File: config.mk
export PLATFORM = sky130hd
export DESIGN_NAME = tlp_rp_fifo
export DESIGN_NICKNAME = d
export VERILOG_FILES = /design/src/rtl/tlp_rp_fifo_pkg.sv /design/src/rtl/tlp_sync_fifo.sv /design/src/rtl/tlp_rp_fifo.sv
export SDC_FILE = /design/constraint.sdc
export NUM_CORES = 2
export LEC_CHECK = 0
export CAP_MARGIN = 10
export CORE_ASPECT_RATIO = 1.1
export CORE_MARGIN = 2
export CORE_UTILIZATION = 65
export CTS_CLUSTER_DIAMETER = 30
export DETAILED_ROUTE_END_ITERATION = 8
export GPL_TIMING_DRIVEN = 0
export PLACE_DENSITY_LB_ADDON = 0.05
export SYNTH_ARGS = -nofsm -noshare
export SYNTH_HDL_FRONTEND = slang
export SYNTH_MEMORY_MAX_BITS = 65536
export SYNTH_SLANG_ARGS = --single-unit
File: constraint.sdc
create_clock -name clk -period 16.15 [get_ports clk]
set_input_delay 2.4225 -clock clk [delete_from_list [all_inputs] [get_ports clk]]
set_output_delay 2.4225 -clock clk [all_outputs]
set_load 0.02 [all_outputs]
File: src/rtl/tlp_rp_fifo_pkg.sv
// Shared TLP word layout and header codes for the root-port receive FIFO.
// Word: [127:96] DW3, [95:64] DW2, [63:32] DW1, [31:0] DW0, plus framing flags above.
package tlp_rp_fifo_pkg;

  localparam int TLP_W     = 131;
  localparam int SOP_BIT   = 128;
  localparam int EOP_BIT   = 129;
  localparam int EMPTY_BIT = 130;

  localparam logic [1:0] FMT_MRD_3DW = 2'b00;
  localparam logic [1:0] FMT_MRD_4DW = 2'b01;
  localparam logic [1:0] FMT_MWR_3DW = 2'b10;
  localparam logic [4:0] TYPE_MEM    = 5'b00000;

  function automatic logic isMRd(input logic [1:0] fmt, input logic [4:0] typ);
    return ((fmt == FMT_MRD_3DW) || (fmt == FMT_MRD_4DW)) && (typ == TYPE_MEM);
  endfunction

  function automatic logic isMWr3dw(input logic [1:0] fmt, input logic [4:0] typ);
    return (fmt == FMT_MWR_3DW) && (typ == TYPE_MEM);
  endfunction

endpackage

File: src/rtl/tlp_sync_fifo.sv
// Single-clock show-ahead FIFO; enables arrive already qualified against full/empty.
module tlp_sync_fifo #(
  parameter int WIDTH = 131,
  parameter int DEPTH = 32
) (
  input  logic             clk,
  input  logic             rst,
  input  logic [WIDTH-1:0] wrData,
  input  logic             wrEn,
  input  logic             rdEn,
  output logic [WIDTH-1:0] rdData,
  output logic             full,
  output logic             empty
);
  localparam int AW = $clog2(DEPTH);
  localparam logic [AW:0] PTR_ONE = 1;

  logic [WIDTH-1:0] mem [DEPTH];
  logic [AW:0]      wrPtr;
  logic [AW:0]      rdPtr;

  // Storage is never reset; only the pointers define what is valid.
  always_ff @(posedge clk) begin
    if (wrEn) mem[wrPtr[AW-1:0]] <= wrData;
  end

  always_ff @(posedge clk or posedge rst) begin
    if (rst) begin
      wrPtr <= '0;
      rdPtr <= '0;
    end else begin
      if (wrEn) wrPtr <= wrPtr + PTR_ONE;
      if (rdEn) rdPtr <= rdPtr + PTR_ONE;
    end
  end

  assign full   = (wrPtr[AW] != rdPtr[AW]) && (wrPtr[AW-1:0] == rdPtr[AW-1:0]);
  assign empty  = (wrPtr == rdPtr);
  assign rdData = mem[rdPtr[AW-1:0]];

endmodule

File: src/rtl/tlp_rp_fifo.sv
// Root-port TLP FIFO with TLP/read tracking and a snooped mailbox IRQ-enable register.
module tlp_rp_fifo
  import tlp_rp_fifo_pkg::*;
#(
  parameter int          DEPTH       = 32,
  parameter int          MAX_RD      = 8,
  parameter logic [31:0] MB_BASE     = 32'h0000_1000,
  parameter logic [11:0] IRQ_ENA_OFS = 12'h050
) (
  input  logic             clk,
  input  logic             rst,
  input  logic [TLP_W-1:0] RxRpFifoWrData,
  input  logic             RxRpFifoWrReq,
  output logic             RxRpFifoFull,
  output logic [TLP_W-1:0] TxRpFifoData,
  input  logic             TxRpFifoRdReq,
  output logic             RpTLPReady,
  output logic             RxRdInProgress,
  input  logic             RxCplDone,
  output logic [11:0]      A2PMbWrAddr,
  output logic             A2PMbWrReq,
  output logic [31:0]      PCIeIrqEna,
  input  logic             CfgBusMstrEn,
  output logic             MasterEnable,
  output logic             OverflowErr
);
  localparam int AW = $clog2(DEPTH);
  localparam int RW = $clog2(MAX_RD + 1);
  localparam logic [AW:0]   TLP_ONE = 1;
  localparam logic [RW-1:0] RD_ONE  = 1;
  localparam logic [RW-1:0] RD_SAT  = RW'(MAX_RD);

  logic          fifoFull;
  logic          fifoEmpty;
  logic          push;
  logic          pop;
  logic          pushEop;
  logic          popEop;
  logic          mrdPop;
  logic          mbHit;
  logic [AW:0]   tlpCnt;
  logic [RW-1:0] rdCnt;

  // A pop in the same cycle frees the slot, so a push into a full FIFO still lands.
  assign pop  = TxRpFifoRdReq && !fifoEmpty;
  assign push = RxRpFifoWrReq && (!fifoFull || pop);

  tlp_sync_fifo #(.WIDTH(TLP_W), .DEPTH(DEPTH)) uFifo (
    .clk    (clk),
    .rst    (rst),
    .wrData (RxRpFifoWrData),
    .wrEn   (push),
    .rdEn   (pop),
    .rdData (TxRpFifoData),
    .full   (fifoFull),
    .empty  (fifoEmpty)
  );

  assign pushEop = push && RxRpFifoWrData[EOP_BIT];
  assign popEop  = pop && TxRpFifoData[EOP_BIT];
  assign mrdPop  = pop && TxRpFifoData[SOP_BIT] && isMRd(TxRpFifoData[30:29], TxRpFifoData[28:24]);
  assign mbHit   = push && RxRpFifoWrData[SOP_BIT]
                   && isMWr3dw(RxRpFifoWrData[30:29], RxRpFifoWrData[28:24])
                   && (RxRpFifoWrData[95:76] == MB_BASE[31:12]);

  always_ff @(posedge clk or posedge rst) begin
    if (rst) begin
      tlpCnt       <= '0;
      rdCnt        <= '0;
      OverflowErr  <= 1'b0;
      MasterEnable <= 1'b0;
    end else begin
      if (pushEop && !popEop)      tlpCnt <= tlpCnt + TLP_ONE;
      else if (!pushEop && popEop) tlpCnt <= tlpCnt - TLP_ONE;
      if (mrdPop && !RxCplDone && (rdCnt != RD_SAT))  rdCnt <= rdCnt + RD_ONE;
      else if (!mrdPop && RxCplDone && (rdCnt != '0)) rdCnt <= rdCnt - RD_ONE;
      if (RxRpFifoWrReq && !push) OverflowErr <= 1'b1;
      MasterEnable <= CfgBusMstrEn;
    end
  end

  // Mailbox stage: strobe and register update one cycle after the header is accepted.
  always_ff @(posedge clk or posedge rst) begin
    if (rst) begin
      A2PMbWrReq  <= 1'b0;
      A2PMbWrAddr <= '0;
      PCIeIrqEna  <= '0;
    end else begin
      A2PMbWrReq <= mbHit;
      if (mbHit) begin
        A2PMbWrAddr <= RxRpFifoWrData[75:64];
        if (RxRpFifoWrData[75:64] == IRQ_ENA_OFS) PCIeIrqEna <= RxRpFifoWrData[127:96];
      end
    end
  end

  assign RxRpFifoFull   = fifoFull;
  assign RpTLPReady     = (tlpCnt != '0);
  assign RxRdInProgress = (rdCnt != '0);

endmodule

==> run metrics <==
Syn-to-layout area delta=22.3%; total CTS buffers=635; max frequency=0.109 GHz; net switching power=12.0 mW; power after layout=38.9 mW; via count=83600; Syn. warnings=0; Yosys cell types=56; final hold viol count=0; hold-fix buffers at CTS=0; worst hold start=tlpCnt[5]; Comb pwr share=0.299; PostCTS Resize Cnt=0; critical path launch point type=flop; total gr overflow=0; post-route setup TNS=0 ns; P_int=26.9 mW; pre-CTS WS=8.24 ns; HPWL Detailed=271000 um; RSZ-0062 raised after global routing=no; Die Y=around 530 um; top_reg_cell synth=edfxtp_1; Mean Syn Cell Area=25.7 um^2; worst setup margin=7.00 ns; clock root cell=clkbuf_16; Chip Width=480 um; Slew Limit Fails=0; dominant cell by count in the synthesized netlist=edfxtp_1; DR WL/cell=~42 um; H-tree Lvls=6; syn_nets=between 6000 and 7000; Max clock buf depth=4; Cell Area, Synth=162000 um^2; nets=7702; total length of routed wires=479000 um; Crit Path Category=flop to primary output; clock slew at reported path FFs=0.05 ns; share of layout cells above drive strength 1=0.368; routability cong.=0.781; Final Skew=0.0408 ns; first-pass iteration count of the detailed router=8; power share of the sequential group=0.337; WP data arrival=6.73 ns; Fillers=11200; Commonest cells post-synth=4192 x edfxtp_1, 1276 x mux4_2, 201 x clkbuf_1, 177 x mux2_2, 69 x dfrtp_1; ys async rst share=0.0162; FF/Latch Area=128000 um^2; Final setup viols=0; Worst Path Required=13.73 ns; Die ar.=253000 um^2; Seq cells post-synth=4261; Max Cap Viol=0; CP endpoint kind=primary output; Max-slew headroom=0.106; worst slew pin tran=1.34 ns; crit-path max FO=11; Power Density=197 nW/um^2; Hold Crit Class=flop to flop; fin util=0.797; Yosys top cell by area=edfxtp_1; reg2reg start=uFifo.rdPtr[1]; Rows=192; final antenna-violating net count=0; insertion delay to the later sink of the worst-skew pair=0.94 ns; Post-Synthesis Cells=6302; largest net degree at the start of global routing=40; Core Region=~250000 um^2; clock network power share=0.364; run status=finished clean; Max IR drop VDD=between 0.00015 and 0.0002 V; cells on worst reg2reg path=19; area share of the largest cell type after synthesis=0.778; Leak=63.5 nW; GR Util All Layers=0.380; CTS tree=yes; clock sinks=4261; Final Critical Period=9.15 ns; Post-synth EDFFs=4192; Multi-input gate area=32900 um^2; first-pass GRT wire length=658000 um; Via density=7.33; Critical Path Source=uFifo.rdPtr[1]; initial antenna violation count=31; cells taking the most area after synthesis=edfxtp_1 78%, mux4_2 18%, mux2_2 1.2%, dfrtp_1 1.1%, clkbuf_1 0.47%; Switching Share=0.309; Residual DRC=0; 1st-iter DRT viols=~14000; Post-CTS Setup Inserts=0; register area share after synthesis=0.789; Starting Density=0.652; part of the cycle the worst path needs=0.567; vias in the first global route=85000; Port Buffers=317; hold path depth=1; I/O pin count=318
## critical path, stage by stage, from the launching register on
cell	delay [ns]
dfrtp_1	0.45
buf_6	0.23
buf_4	0.25
buf_2	0.45
clkbuf_1	0.50
clkbuf_2	0.93
clkbuf_1	1.01
mux4_2	0.48
mux4_2	0.52
mux2_2	0.34
clkdlybuf4s50_1	0.56
## final timing paths
path,endpoint,slack [ns]
worst min register to register,tlpCnt[5],0.47
max in group asynchronous,A2PMbWrAddr[9],13.51
worst max register to register,tlpCnt[5],10.20
worst max-delay path,TxRpFifoData[66],7.00
worst min-delay path,tlpCnt[5],0.47
min in group asynchronous,PCIeIrqEna[1],1.88
## per-layer routing
layer  track usage  wire (um)  vias up
met3        0.0979      60800     1262
li1              -          -    30400
met1         0.522     163000    44500
met4         0.174      25500       22
met2         0.587     230000     7501
met5             0        142        -
## placed cells by master (no fill, tap or decap), types with 11 or more instances in the layout
cell / count
clkbuf_16: 657
edfxtp_1: 4192
bufinv_16: 85
clkbuf_1: 214
buf_12: 196
buf_2: 69
clkinv_8: 14
buf_8: 22
ha_1: 12
mux2i_1: 15
nand2_1: 24
diode_2: 28
buf_1: 37
clkinvlp_4: 83
buf_16: 74
clkinv_2: 87
mux2_2: 177
mux4_2: 1276
dfrtp_1: 69
inv_1: 11
clkinv_1: 53
xnor2_1: 14
clkbuf_2: 32
clkinv_4: 55
inv_6: 69
clkdlybuf4s50_1: 316
nor2_4: 32
nor2_1: 11
a22oi_1: 12
## logic make-up (layout without fill, tap and decap cells)
logic type	Yosys count	in the layout	share of synthesized area
other cells	0	28	0
flops	4261	4261	0.789
fa+ha+maj	14	14	0.00118
compound gates	61	61	0.00266
simple gates	130	130	0.00420
mux	1478	1478	0.193
buf+inv	334	2112	0.00898
xor+xnor	24	24	0.00130
## final cells by class
type	instances	area share
Clock buffer	705	0.0841
Antenna cell	28	0.000354
Multi-Input combinational cell	1707	0.166
Buffer	322	0.00733
Clock inverter	461	0.0272
Inverter	12	0.000240
Timing Repair Buffer	612	0.0481
Tap cell	3298	0.0209
Sequential cell	4261	0.645
## state kept, by name, summed over array words and instances, names as in the netlist
signal        flops
A2PMbWrAddr      12
A2PMbWrReq        1
MasterEnable      1
OverflowErr       1
PCIeIrqEna       32
rdCnt             4
tlpCnt            6
uFifo.mem      4192
uFifo.rdPtr       6
uFifo.wrPtr       6
## through the flow
stage	instances	hold slack, ns	cell area, um^2
CTS	11300	0.469	197000
floorplan	6302	0.443	162000
finish	11400	0.467	198000
global route	11400	0.483	198000
global placement	9917	0.454	169000
detailed placement	10200	0.461	175000
## power by group through the flow
stage / combinational (mW) / sequential, mW / clock (mW)
finish: 11.6 / 13.1 / 14.2
detailed placement: 11.2 / 13.3 / 0
global route: 11.9 / 13.1 / 14.6
global placement: 10.7 / 13.6 / 0
CTS: 11.5 / 13.1 / 14.2
floorplan: 6.55 / 13.3 / 0
No activity file was read; power rests on OpenSTA's default activity.
